===== src/rtl/nib_track_flush.sv =====
// Disk II NIB track write-back: flushes a modified track to the SD image before the loader moves on.
// Optional idle flush after a quiet period is enabled with `define TRACK_IDLE_FLUSH_EN.
//
// state | meaning
// IDLE  | track resident, tracking writes, waiting for a track change (or idle timeout)
// START | one cycle: latch first block address of load_track, raise sd_wr
// XFER  | one sector per sd_ack pulse until all SECTORS (or abort) are written
// DONE  | one cycle: release busy/cpu_wait, adopt the newest track
module nib_track_flush #(
  parameter int SECTORS     = 13,
  parameter int IDLE_CYCLES = 14318180
) (
  input  logic        clk_sys,
  input  logic        reset,
  input  logic [5:0]  track,
  input  logic        track_we,
  input  logic        img_mounted,
  input  logic        img_readonly,
  input  logic        img_size_nz,
  output logic [5:0]  load_track,
  output logic        busy,
  output logic        cpu_wait,
  output logic [31:0] sd_lba,
  output logic        sd_wr,
  input  logic        sd_ack,
  input  logic [8:0]  sd_buff_addr,
  output logic [12:0] ram_rd_addr,
  input  logic [7:0]  ram_rd_data,
  output logic [7:0]  sd_buff_din
);

  typedef enum logic [1:0] {IDLE, START, XFER, DONE} state_t;

  localparam logic [9:0] SECTORS_W = 10'(SECTORS);
  localparam logic [3:0] LAST_SEC  = 4'(SECTORS - 1);

  state_t     state;
  logic       sd_ack_d;
  logic       dirty;
  logic       dirty_again;
  logic       abort;
  logic       keep_track;
  logic [3:0] sec;
  logic [9:0] lba_base;
  logic       we_ok;
  logic       ack_rise;
  logic       ack_fall;
  logic       track_chg;
  logic       idle_go;

  assign we_ok       = track_we & ~img_readonly & img_size_nz;
  assign ack_rise    = sd_ack & ~sd_ack_d;
  assign ack_fall    = ~sd_ack & sd_ack_d;
  assign track_chg   = (track != load_track);
  assign lba_base    = SECTORS_W * {4'd0, load_track};
  assign ram_rd_addr = {sec, sd_buff_addr};
  assign sd_buff_din = ram_rd_data;

`ifdef TRACK_IDLE_FLUSH_EN
  logic [23:0] idle_cnt;

  always_ff @(posedge clk_sys) begin
    if (reset)
      idle_cnt <= '0;
    else if (track_we)
      idle_cnt <= 24'(IDLE_CYCLES);
    else if (state == IDLE && dirty && idle_cnt != 24'd0)
      idle_cnt <= idle_cnt - 24'd1;
  end

  assign idle_go = dirty && (idle_cnt == 24'd0);
`else
  assign idle_go = 1'b0;
`endif

  always_ff @(posedge clk_sys) begin
    if (reset) begin
      state       <= IDLE;
      load_track  <= track;
      busy        <= 1'b0;
      cpu_wait    <= 1'b0;
      sd_wr       <= 1'b0;
      sd_lba      <= '0;
      sec         <= '0;
      dirty       <= 1'b0;
      dirty_again <= 1'b0;
      abort       <= 1'b0;
      keep_track  <= 1'b0;
      sd_ack_d    <= 1'b0;
    end else begin
      sd_ack_d <= sd_ack;
      case (state)
        IDLE: begin
          if (img_mounted) begin
            dirty       <= 1'b0;
            dirty_again <= 1'b0;
            load_track  <= track;
          end else if (track_chg && !(dirty || we_ok)) begin
            load_track <= track;
          end else if (track_chg || idle_go) begin
            // a write landing on the change edge still belongs to the old track
            state      <= START;
            busy       <= 1'b1;
            cpu_wait   <= 1'b1;
            dirty      <= 1'b0;
            keep_track <= ~track_chg;
          end else if (we_ok) begin
            dirty <= 1'b1;
          end
        end
        START: begin
          sd_lba <= {22'd0, lba_base};
          sec    <= '0;
          sd_wr  <= 1'b1;
          state  <= XFER;
          if (we_ok)       dirty_again <= 1'b1;
          if (img_mounted) abort       <= 1'b1;
        end
        XFER: begin
          if (we_ok)       dirty_again <= 1'b1;
          if (img_mounted) abort       <= 1'b1;
          if (ack_rise) begin
            sd_lba <= sd_lba + 32'd1;
            if (sec >= LAST_SEC || abort || img_mounted) sd_wr <= 1'b0;
          end else if (img_mounted && sd_ack) begin
            sd_wr <= 1'b0;
          end
          if (ack_fall) begin
            sec <= sec + 4'd1;
            if (!sd_wr) state <= DONE;
          end
        end
        DONE: begin
          if (!keep_track) load_track <= track;
          busy        <= 1'b0;
          cpu_wait    <= 1'b0;
          dirty       <= (abort || img_mounted) ? 1'b0 : (dirty_again || we_ok);
          dirty_again <= 1'b0;
          abort       <= 1'b0;
          keep_track  <= 1'b0;
          state       <= IDLE;
        end
        default: state <= IDLE;
      endcase
    end
  end

endmodule

===== config.mk =====
export PLATFORM = sky130hd
export DESIGN_NAME = nib_track_flush
export DESIGN_NICKNAME = d
export VERILOG_FILES = /design/src/rtl/nib_track_flush.sv
export SDC_FILE = /design/constraint.sdc
export NUM_CORES = 1
export LEC_CHECK = 0
export BUFFER_PORTS_ARGS = -buffer_cell sky130_fd_sc_hd__buf_2
export CELL_PAD_IN_SITES_DETAIL_PLACEMENT = 1
export CELL_PAD_IN_SITES_GLOBAL_PLACEMENT = 1
export CORE_MARGIN = 2
export CORE_UTILIZATION = 41
export DETAILED_ROUTE_END_ITERATION = 10
export PLACE_DENSITY_LB_ADDON = 0.12
export SETUP_SLACK_MARGIN = 0.05
export SLEW_MARGIN = 25
export SYNTH_ARGS = -nofsm -noshare
export SYNTH_HDL_FRONTEND = slang
export SYNTH_SLANG_ARGS = --single-unit

===== constraint.sdc =====
create_clock -name clk_sys -period 3.85 [get_ports clk_sys]
set_input_delay 0.1925 -clock clk_sys [delete_from_list [all_inputs] [get_ports clk_sys]]
set_output_delay 0.1925 -clock clk_sys [all_outputs]
set_load 0.02 [all_outputs]

==> After elaboration in Yosys (flattened, before gate mapping) <==
Cells that the tools add are included.
{ "word_totals": {"out_inout_bits": 62, "register_bits": 51} }
{ "op_classes": {"n_lt_le_gt_ge": 1, "mux": 37, "eq_ne": 19, "n_mul": 1, "n_bitwise": 8, "add_sub_neg": 2, "n_reduce_logical": 23} }
{ "op_table": {"columns": ["operator", "n"], "rows": [
  ["32-bit case mux with 2 select lines", 1],
  ["32-bit by 1-bit adder with 32-bit output, second input constant", 1],
  ["32-bit two-way mux", 1],
  ["6-bit two-way mux", 4],
  ["1-bit two-way mux", 16],
  ["2-bit inequality test, second input constant", 7],
  ["3-bit inequality test, second input constant", 4],
  ["6-bit case mux with 2 select lines", 1],
  ["4-bit by 6-bit multiplier with 10-bit output, first input constant", 1],
  ["2-bit two-way mux", 5],
  ["1-bit case mux with 2 select lines", 5],
  ["3-bit AND reduction", 3],
  ["4-bit inequality test, second input constant", 2],
  ["2-bit case mux with 4 select lines", 1],
  ["4-bit case mux with 2 select lines", 1],
  ["2-bit AND reduction", 4],
  ["6-bit inequality test", 1],
  ["2-bit nonzero test", 3],
  ["1-bit logical OR", 5],
  ["5-bit AND reduction", 1],
  ["4-bit by 1-bit adder with 4-bit output, second input constant", 1],
  ["1-bit AND", 4],
  ["2-bit == test, second input constant", 2],
  ["4-bit greater-or-equal comparator, second input constant", 1],
  ["11 further kinds", 16]
]} }

==> Logic depth before layout (Yosys ltp) <==
Gate-level depths: netlist of the first run.
{ "depth": {"ltp_word": 10, "ltp_mapped": 10} }

==> Worst setup path before layout of the first run <==
No wires, ideal clock.
{ "synth_path": {"kind": "register to register", "startpoint": "reg load_track[1]", "endpoint": "reg sd_lba[7]", "setup_ps": 91, "synth_period_minus_slack_ps": 2750, "arrival_time_ps": 2659, "n_path_buf": 0, "slack_ps": 1100, "stages_incl_launch_ff": 9, "required_ps": 3759, "path_cell_list": "edfxtp_1 -> ha_1 -> fa_1 -> fa_1 -> a21o_1 -> a21oi_1 -> xnor2_1 -> nand2_1 -> a311oi_1"} }
{ "synth_between": {"elab_chain_cells": 2} }
{ "synth_rtl": {"columns": ["element", "line", "rtl"], "rows": [
  ["start: declaration", "20", "output logic [5:0] load_track,"],
  ["start signal: assignment", "79", "load_track <= track;"],
  ["start signal: assignment", "97", "load_track <= track;"],
  ["start signal: assignment", "99", "load_track <= track;"],
  ["4-bit by 6-bit multiplier with 10-bit output", "55", "assign lba_base = SECTORS_W * {4'd0, load_track};"],
  ["32-bit case mux with 2 select lines", "92", "case (state)"],
  ["end signal: assignment", "112", "sd_lba <= {22'd0, lba_base};"],
  ["end signal: assignment", "123", "sd_lba <= sd_lba + 32'd1;"],
  ["end: declaration", "23", "output logic [31:0] sd_lba,"]
]} }
No other way between the ends.
A chain may end at the register's enable or synchronous reset.

==> Final worst setup path of the first run <==
{ "layout_path": {"startpoint": "reg load_track[3]", "endpoint": "reg sd_lba[6]"} }
Same word-level chain as after synthesis.

==> metrics.txt, run 1 <==
status=completed; CTS Buf Count=5; yosys warns=0; Clock H-tree levels=2; minimum clock period after layout=2.85 ns; vias in the first global route=2742; std cell rows=32; CTS root buffer=clkbuf_8; drt total wl=8.01 mm; Total Routing Usage GR=0.191; Syn Nets=423; Top Ports=92; Min-Delay Path Class=in2reg; first-pass GRT wire length=13.2 mm; Wirelength per Cell=15.8 um; Clock Skew=0.0138 ns; final non-filler cell total=508; Max Slew Vio Count=0; DR pass1 iterations=4; share of the synthesized area in the top cell type=0.283; Max IR drop VDD=0.298 mV; largest buffer count on any clock path=2; CORE AREA=7610 um^2; setup_tns=0 ns; Synth area leaders=dfxtp_1, ha_1, edfxtp_1, buf_4, nor2_1; Pwr Density=593 nW/um^2; fin nets=460; sequential share of the synthesized area=0.340; cell taking the most area after synthesis=dfxtp_1; CTS-repair resized insts=0; placed cells=500; DRC=0; port buffer count=57; Final Hold Viols=0; # clock sinks=51; Synth Area per Inst=8.64 um^2; Async SR Flop Fraction=0; Routed Antenna Nets=0; Worst-Margin Slew=0.750 ns; clock slew at reported path FFs=0.09 ns; Crit Path Class=reg2reg; die area=8480 um^2; CTS tree=built; dominant synthesized flop cell=dfxtp_1; Clock Latency Late Sink=0.31 ns; final period utilization=0.739; vias post-DR=2828; RSZ-0062 raised after global routing=false; die span in y=92.1 um; #FFs+latches synth=51; Initial Utilization=0.418; required time of the critical path=4.07 ns; critical path startpoint category=flop; Final Util=0.462; antenna violations before repair=0; half-perimeter wire length after placement=6.10 mm; Max Freq=351 MHz; Synth cell types=58; Min Hold Slack=0.0834 ns; final setup vio count=0; average via count per standard cell=5.57; layout cells sized above 1=0.197; maxcap violations=0; Setup Buffers After CTS=0; Placer Congestion=0.809; Iteration-0 DRC Markers=101; Static Leak=1.42 nW; Worst EP arrival=3.06 ns; Max transition margin=0.500; P&R area growth vs syn=10.6%; grt total ovfl=0; FILL cells=959; post-synthesis instance total=368; ant diodes=0; worst-path fanout max=5; # hold bufs at CTS=0; mapped cell area=3180 um^2; Setup crit end kind=flop; largest net degree at the start of global routing=41; Post-synth EDFFs=6; die width=92.1 um
-- report_power, final --
group / leakage (nW) / internal, W / switching, W
logic: 0.953 / 0.000401 / 0.000630
registers: 0.427 / 0.000624 / 0.000113
clock network: 0.0445 / 0.000128 / 0.000191
-- cells in the mapped netlist, types with 6 or more instances --
master	n
o21ai_0	14
buf_4	18
a21oi_1	21
nand4_1	12
nand3_1	23
a21o_1	6
nor3_1	10
dfxtp_1	45
edfxtp_1	6
xor2_1	6
a211oi_1	11
inv_1	16
nand2_1	27
nor2_1	31
xnor2_1	10
clkbuf_1	7
ha_1	22
o31ai_1	8
-- state kept, by name, indices dropped and copies added, names as in the netlist --
signal       cells
dirty            1
state            2
sd_lba          32
sec              4
dirty_again      1
abort            1
sd_ack_d         1
cpu_wait         1
keep_track       1
sd_wr            1
load_track       6
-- placed cells by master, fill, tap and decap left out, types with 5 or more instances in the layout --
cell / netlist / routed
a211oi_1: 11 / 11
a21o_1: 6 / 6
a21oi_1: 21 / 21
buf_2: 1 / 57
clkbuf_8: 0 / 5
dfxtp_1: 45 / 45
edfxtp_1: 6 / 6
ha_1: 22 / 22
inv_1: 16 / 16
nand2_1: 27 / 27
nand3_1: 23 / 23
nand4_1: 12 / 12
nor2_1: 31 / 31
nor3_1: 10 / 10
o21ai_0: 14 / 14
o31ai_1: 8 / 8
xnor2_1: 10 / 10
xor2_1: 6 / 6
-- critical path, stage by stage (launching register included) --
cell and delay (ns):
edfxtp_1 0.51, ha_1 0.32, inv_1 0.05, fa_1 0.50, inv_1 0.04, ha_1 0.35
o21ai_0 0.25, nor2_1 0.08, o21ai_0 0.27, o31ai_1 0.13, a211oi_1 0.25
-- worst paths after layout --
check,startpoint,end,slack (ns),depth (start not counted)
worst max-delay path,load_track[3],sd_lba[6],1.00,10
worst min-delay path,track[4],load_track[4],0.08,1
worst max register to register,load_track[3],sd_lba[6],1.00,10
worst min register to register,abort,abort,0.47,2
-- cell families after synthesis --
family | synth area share
simple gates | 0.240
compound gates | 0.174
flops | 0.340
buf+inv | 0.0763
fa+ha+maj | 0.105
xor+xnor | 0.0441
mux | 0.0201
-- routing by layer --
layer / part of all wire / up-vias / global-route usage
met5: 0 / - / 0
met4: 0.0075 / 0 / 0.0398
met1: 0.48 / 1368 / 0.249
met2: 0.47 / 54 / 0.331
met3: 0.037 / 5 / 0.0337
li1: - / 1401 / -
-- final cells by class --
class                           instances  area (um^2)  area share
Sequential cell                        51         1080       0.307
Tap cell                              102          128      0.0363
Inverter                               17         63.8      0.0181
Multi-Input combinational cell        271         1860       0.528
Clock inverter                          3         18.8     0.00534
Clock buffer                            5         68.8      0.0196
Timing Repair Buffer                   59          300      0.0854
-- stage by stage --
step	power [W]	setup slack [ns]	instance area (um^2)
final	0.00209	1.00	3520
after global routing	0.00226	0.793	3520
after CTS	0.00211	0.995	3520
after detailed placement	0.00178	1.03	3430
after global placement	0.00177	1.09	3430
after floorplan	0.00151	1.10	3180
No activity file was read; power rests on OpenSTA's default activity.
==> run 2: changes to the inputs <==
--- a/config.mk
+++ b/config.mk
@@ -5,11 +5,12 @@
 export SDC_FILE = /design/constraint.sdc
 export NUM_CORES = 1
 export LEC_CHECK = 0
+export ABC_AREA = 1
 export BUFFER_PORTS_ARGS = -buffer_cell sky130_fd_sc_hd__buf_2
 export CELL_PAD_IN_SITES_DETAIL_PLACEMENT = 1
 export CELL_PAD_IN_SITES_GLOBAL_PLACEMENT = 1
 export CORE_MARGIN = 2
-export CORE_UTILIZATION = 41
+export CORE_UTILIZATION = 37
 export DETAILED_ROUTE_END_ITERATION = 10
 export PLACE_DENSITY_LB_ADDON = 0.12
 export SETUP_SLACK_MARGIN = 0.05
==> constraint.sdc (replaced) <==
create_clock -name clk_sys -period 2.95 [get_ports clk_sys]
set_input_delay 0.1475 -clock clk_sys [delete_from_list [all_inputs] [get_ports clk_sys]]
set_output_delay 0.1475 -clock clk_sys [all_outputs]
set_load 0.02 [all_outputs]
==> run 2 against run 1 <==
Net effect:
- area after synthesis up 8.7%
- die area up 20%
- first-iteration DRC count down 0.99%
- wire length up 12%
- clock power up 41%
- final cell count up 29%
- via count up 17%
- flip-flop and latch count unchanged
- core utilization down 4.5 points
- non-clock buffer count up 2
- critical endpoint is now sd_lba[7]
==> metrics.txt, run 2 <==
drt total wl=8.98 mm (was 8.01 mm); biggest regs=sd_lba: 32 flops, load_track: 6 flops, sec: 4 flops (unchanged); Top Ports=92 (unchanged); top post-synthesis cells by count=nand2_1, inv_1, nor2_1 (was dfxtp_1, nor2_1, nand2_1); setup_tns=0 ns (unchanged); sequential share of the synthesized area=0.313 (was 0.340); antenna violations before repair=0 (unchanged); CTS Buf Count=5 (unchanged); worst-path fanout max=6 (was 5); cell area after layout=3820 um^2 (was 3520 um^2); grt total ovfl=0 (unchanged); required time of the critical path=3.16 ns (was 4.07 ns); #FFs+latches synth=51 (unchanged); port buffer count=57 (unchanged); CP top delay family=adder cells (unchanged); CTS-repair resized insts=0 (unchanged); max reg flops=32 (unchanged); average via count per standard cell=5.02 (was 5.57); post-synthesis instance total=505 (was 368); crit-path cells=ha_1 -> fa_1 -> fa_1 -> nand3_1 -> nand2_1 -> o21ai_0 -> o21ai_0 -> o21bai_1 -> inv_1 (was ha_1 -> inv_1 -> fa_1 -> inv_1 -> ha_1 -> o21ai_0 -> nor2_1 -> o21ai_0 -> o31ai_1 -> a211oi_1); Max Slew Vio Count=0 (unchanged); Worst-Margin Slew=0.444 ns (was 0.750 ns); largest net degree at the start of global routing=20 (was 41); most flop-heavy register=sd_lba (unchanged); vias post-DR=3300 (was 2828); Final Hold Viols=0 (unchanged); yosys warns=0 (unchanged); die span in y=101 um (was 92.1 um); Final Util=0.417 (was 0.462); CTS root buffer=clkbuf_8 (unchanged); Synth cell types=39 (was 58); cell taking the most area after synthesis=dfxtp_1 (unchanged); Max Freq=387 MHz (was 351 MHz); std cell rows=35 (was 32); critical path startpoint category=flop (unchanged); Min-Delay Path Class=in2reg (unchanged); Slowest cell on crit path=fa_1 (was edfxtp_1); half-perimeter wire length after placement=7.13 mm (was 6.10 mm); Max IR drop VDD=0.355 mV (was 0.298 mV); Pwr Density=707 nW/um^2 (was 593 nW/um^2); die width=101 um (was 92.1 um); Clock Skew=0.0131 ns (was 0.0138 ns); Clock H-tree levels=2 (unchanged); Clock Latency Late Sink=0.32 ns (was 0.31 ns); most common library cell in the layout ignoring fill and taps=nand2_1 (was buf_2); P&R area growth vs syn=10.4% (was 10.6%); # hold bufs at CTS=0 (unchanged); Min Hold Slack=0.0392 ns (was 0.0834 ns); layout cells sized above 1=0.179 (was 0.197); Buf/Inv on CP=1 (was 2); # clock sinks=51 (unchanged); Post-synth EDFFs=6 (unchanged); final setup vio count=0 (unchanged); largest buffer count on any clock path=2 (unchanged); RSZ-0062 raised after global routing=false (unchanged); Placed Area=3720 um^2 (was 3430 um^2); minimum clock period after layout=2.58 ns (was 2.85 ns); Total Routing Usage GR=0.185 (was 0.191); dominant synthesized flop cell=dfxtp_1 (unchanged); share of the synthesized area in the top cell type=0.261 (was 0.283); maxcap violations=0 (unchanged); Worst EP arrival=2.79 ns (was 3.06 ns); DRC=0 (unchanged); Synth Area per Inst=6.85 um^2 (was 8.64 um^2); first-pass GRT wire length=15.3 mm (was 13.2 mm); Syn Nets=560 (was 423); Static Leak=1.84 nW (was 1.42 nW); clock slew at reported path FFs=0.10 ns (was 0.09 ns); vias in the first global route=3234 (was 2742); status=completed (unchanged); Crit Path Class=reg2reg (unchanged); die area=10100 um^2 (was 8480 um^2); Routed Antenna Nets=0 (unchanged); mapped cell area=3460 um^2 (was 3180 um^2); final non-filler cell total=657 (was 508); CTS tree=built (unchanged); CORE AREA=9150 um^2 (was 7610 um^2); placed cells=649 (was 500); count leader, synth=nand2_1 (was dfxtp_1); ant diodes=0 (unchanged); Placer Congestion=0.788 (was 0.809); Synth area leaders=dfxtp_1, nand2_1, ha_1, inv_1, nor2_1 (was dfxtp_1, ha_1, edfxtp_1, buf_4, nor2_1); fin nets=600 (was 460); Initial Utilization=0.378 (was 0.418); Async SR Flop Fraction=0 (unchanged); Setup crit end kind=flop (unchanged); Wirelength per Cell=13.7 um (was 15.8 um); DR pass1 iterations=4 (unchanged); final period utilization=0.875 (was 0.739); Setup Buffers After CTS=0 (unchanged); most frequent cells in the layout=nand2_1, inv_1, nor2_1, buf_2, dfxtp_1 (was buf_2, dfxtp_1, nor2_1, nand2_1, nand3_1); max incr delay on CP=0.52 ns (was 0.51 ns); Max transition margin=0.704 (was 0.500); Iteration-0 DRC Markers=100 (was 101)
run 2: cell count changes after synthesis, moves of 5 or more:
cell | before | now
a21oi_1 | 21 | 29
inv_1 | 16 | 67
nor2_4 | 0 | 5
o21ai_0 | 14 | 32
clkbuf_1 | 7 | 2
nand2_2 | 1 | 6
xnor2_1 | 10 | 0
a211oi_1 | 11 | 2
nor2_1 | 31 | 62
nor2_2 | 0 | 5
a21o_1 | 6 | 1
o31ai_1 | 8 | 0
nand2_1 | 27 | 116
run 2: area by class of cell:
class	instances	area [um^2]
Sequential cell	51	1080
Timing Repair Buffer	61	315
Tap cell	111	139
Clock buffer	6	82.6
Fill cell	1203	5340
Multi-Input combinational cell	354	1910
Clock inverter	2	16.3
Inverter	72	273
run 2: where the power goes:
| part | internal (W) | switching [W] |
|---|---|---|
| combinational | 0.000462 | 0.000844 |
| sequential | 0.000816 | 0.000124 |
| clock | 0.000192 | 0.000258 |
| total | 0.00147 | 0.00123 |
run 2: worst paths after layout:
check           startpoint            end  slack [ns]  cells after the start
max          load_track[1]      sd_lba[7]        0.37                      9
min               track[0]  load_track[0]        0.04                      1
max reg2reg  load_track[1]      sd_lba[7]        0.37                      9
min reg2reg     keep_track     keep_track        0.45                      2
run 2: cell families (layout without fill, tap and decap cells):
group,count (synthesis),after routing,share of synthesized area
buffers and inverters,100,141,0.135
AND/OR/NAND/NOR,249,249,0.326
flip-flops,51,51,0.313
XOR/XNOR,4,4,0.0101
AO/OA/AOI/OAI,76,76,0.119
adder cells (fa/ha/maj),25,25,0.0970
run 2: through the flow:
stage | worst slack [ns] | total power [W]
after global routing | 0.167 | 0.00294
final | 0.367 | 0.00270
after global placement | 0.467 | 0.00223
after detailed placement | 0.389 | 0.00227
after CTS | 0.361 | 0.00273
after floorplan | 0.474 | 0.00194
run 2: routing by layer:
metal | part of all wire | track usage
met1 | 0.49 | 0.246
met2 | 0.48 | 0.317
met3 | 0.027 | 0.0312
met4 | 0.0070 | 0.0348
met5 | 0 | 0
run 2: worst reg2reg max path, cell delays in order (launching register included):
cell	delay (ns)
edfxtp_1	0.50
ha_1	0.36
fa_1	0.52
fa_1	0.48
nand3_1	0.10
nand2_1	0.09
o21ai_0	0.14
o21ai_0	0.10
o21bai_1	0.15
inv_1	0.05
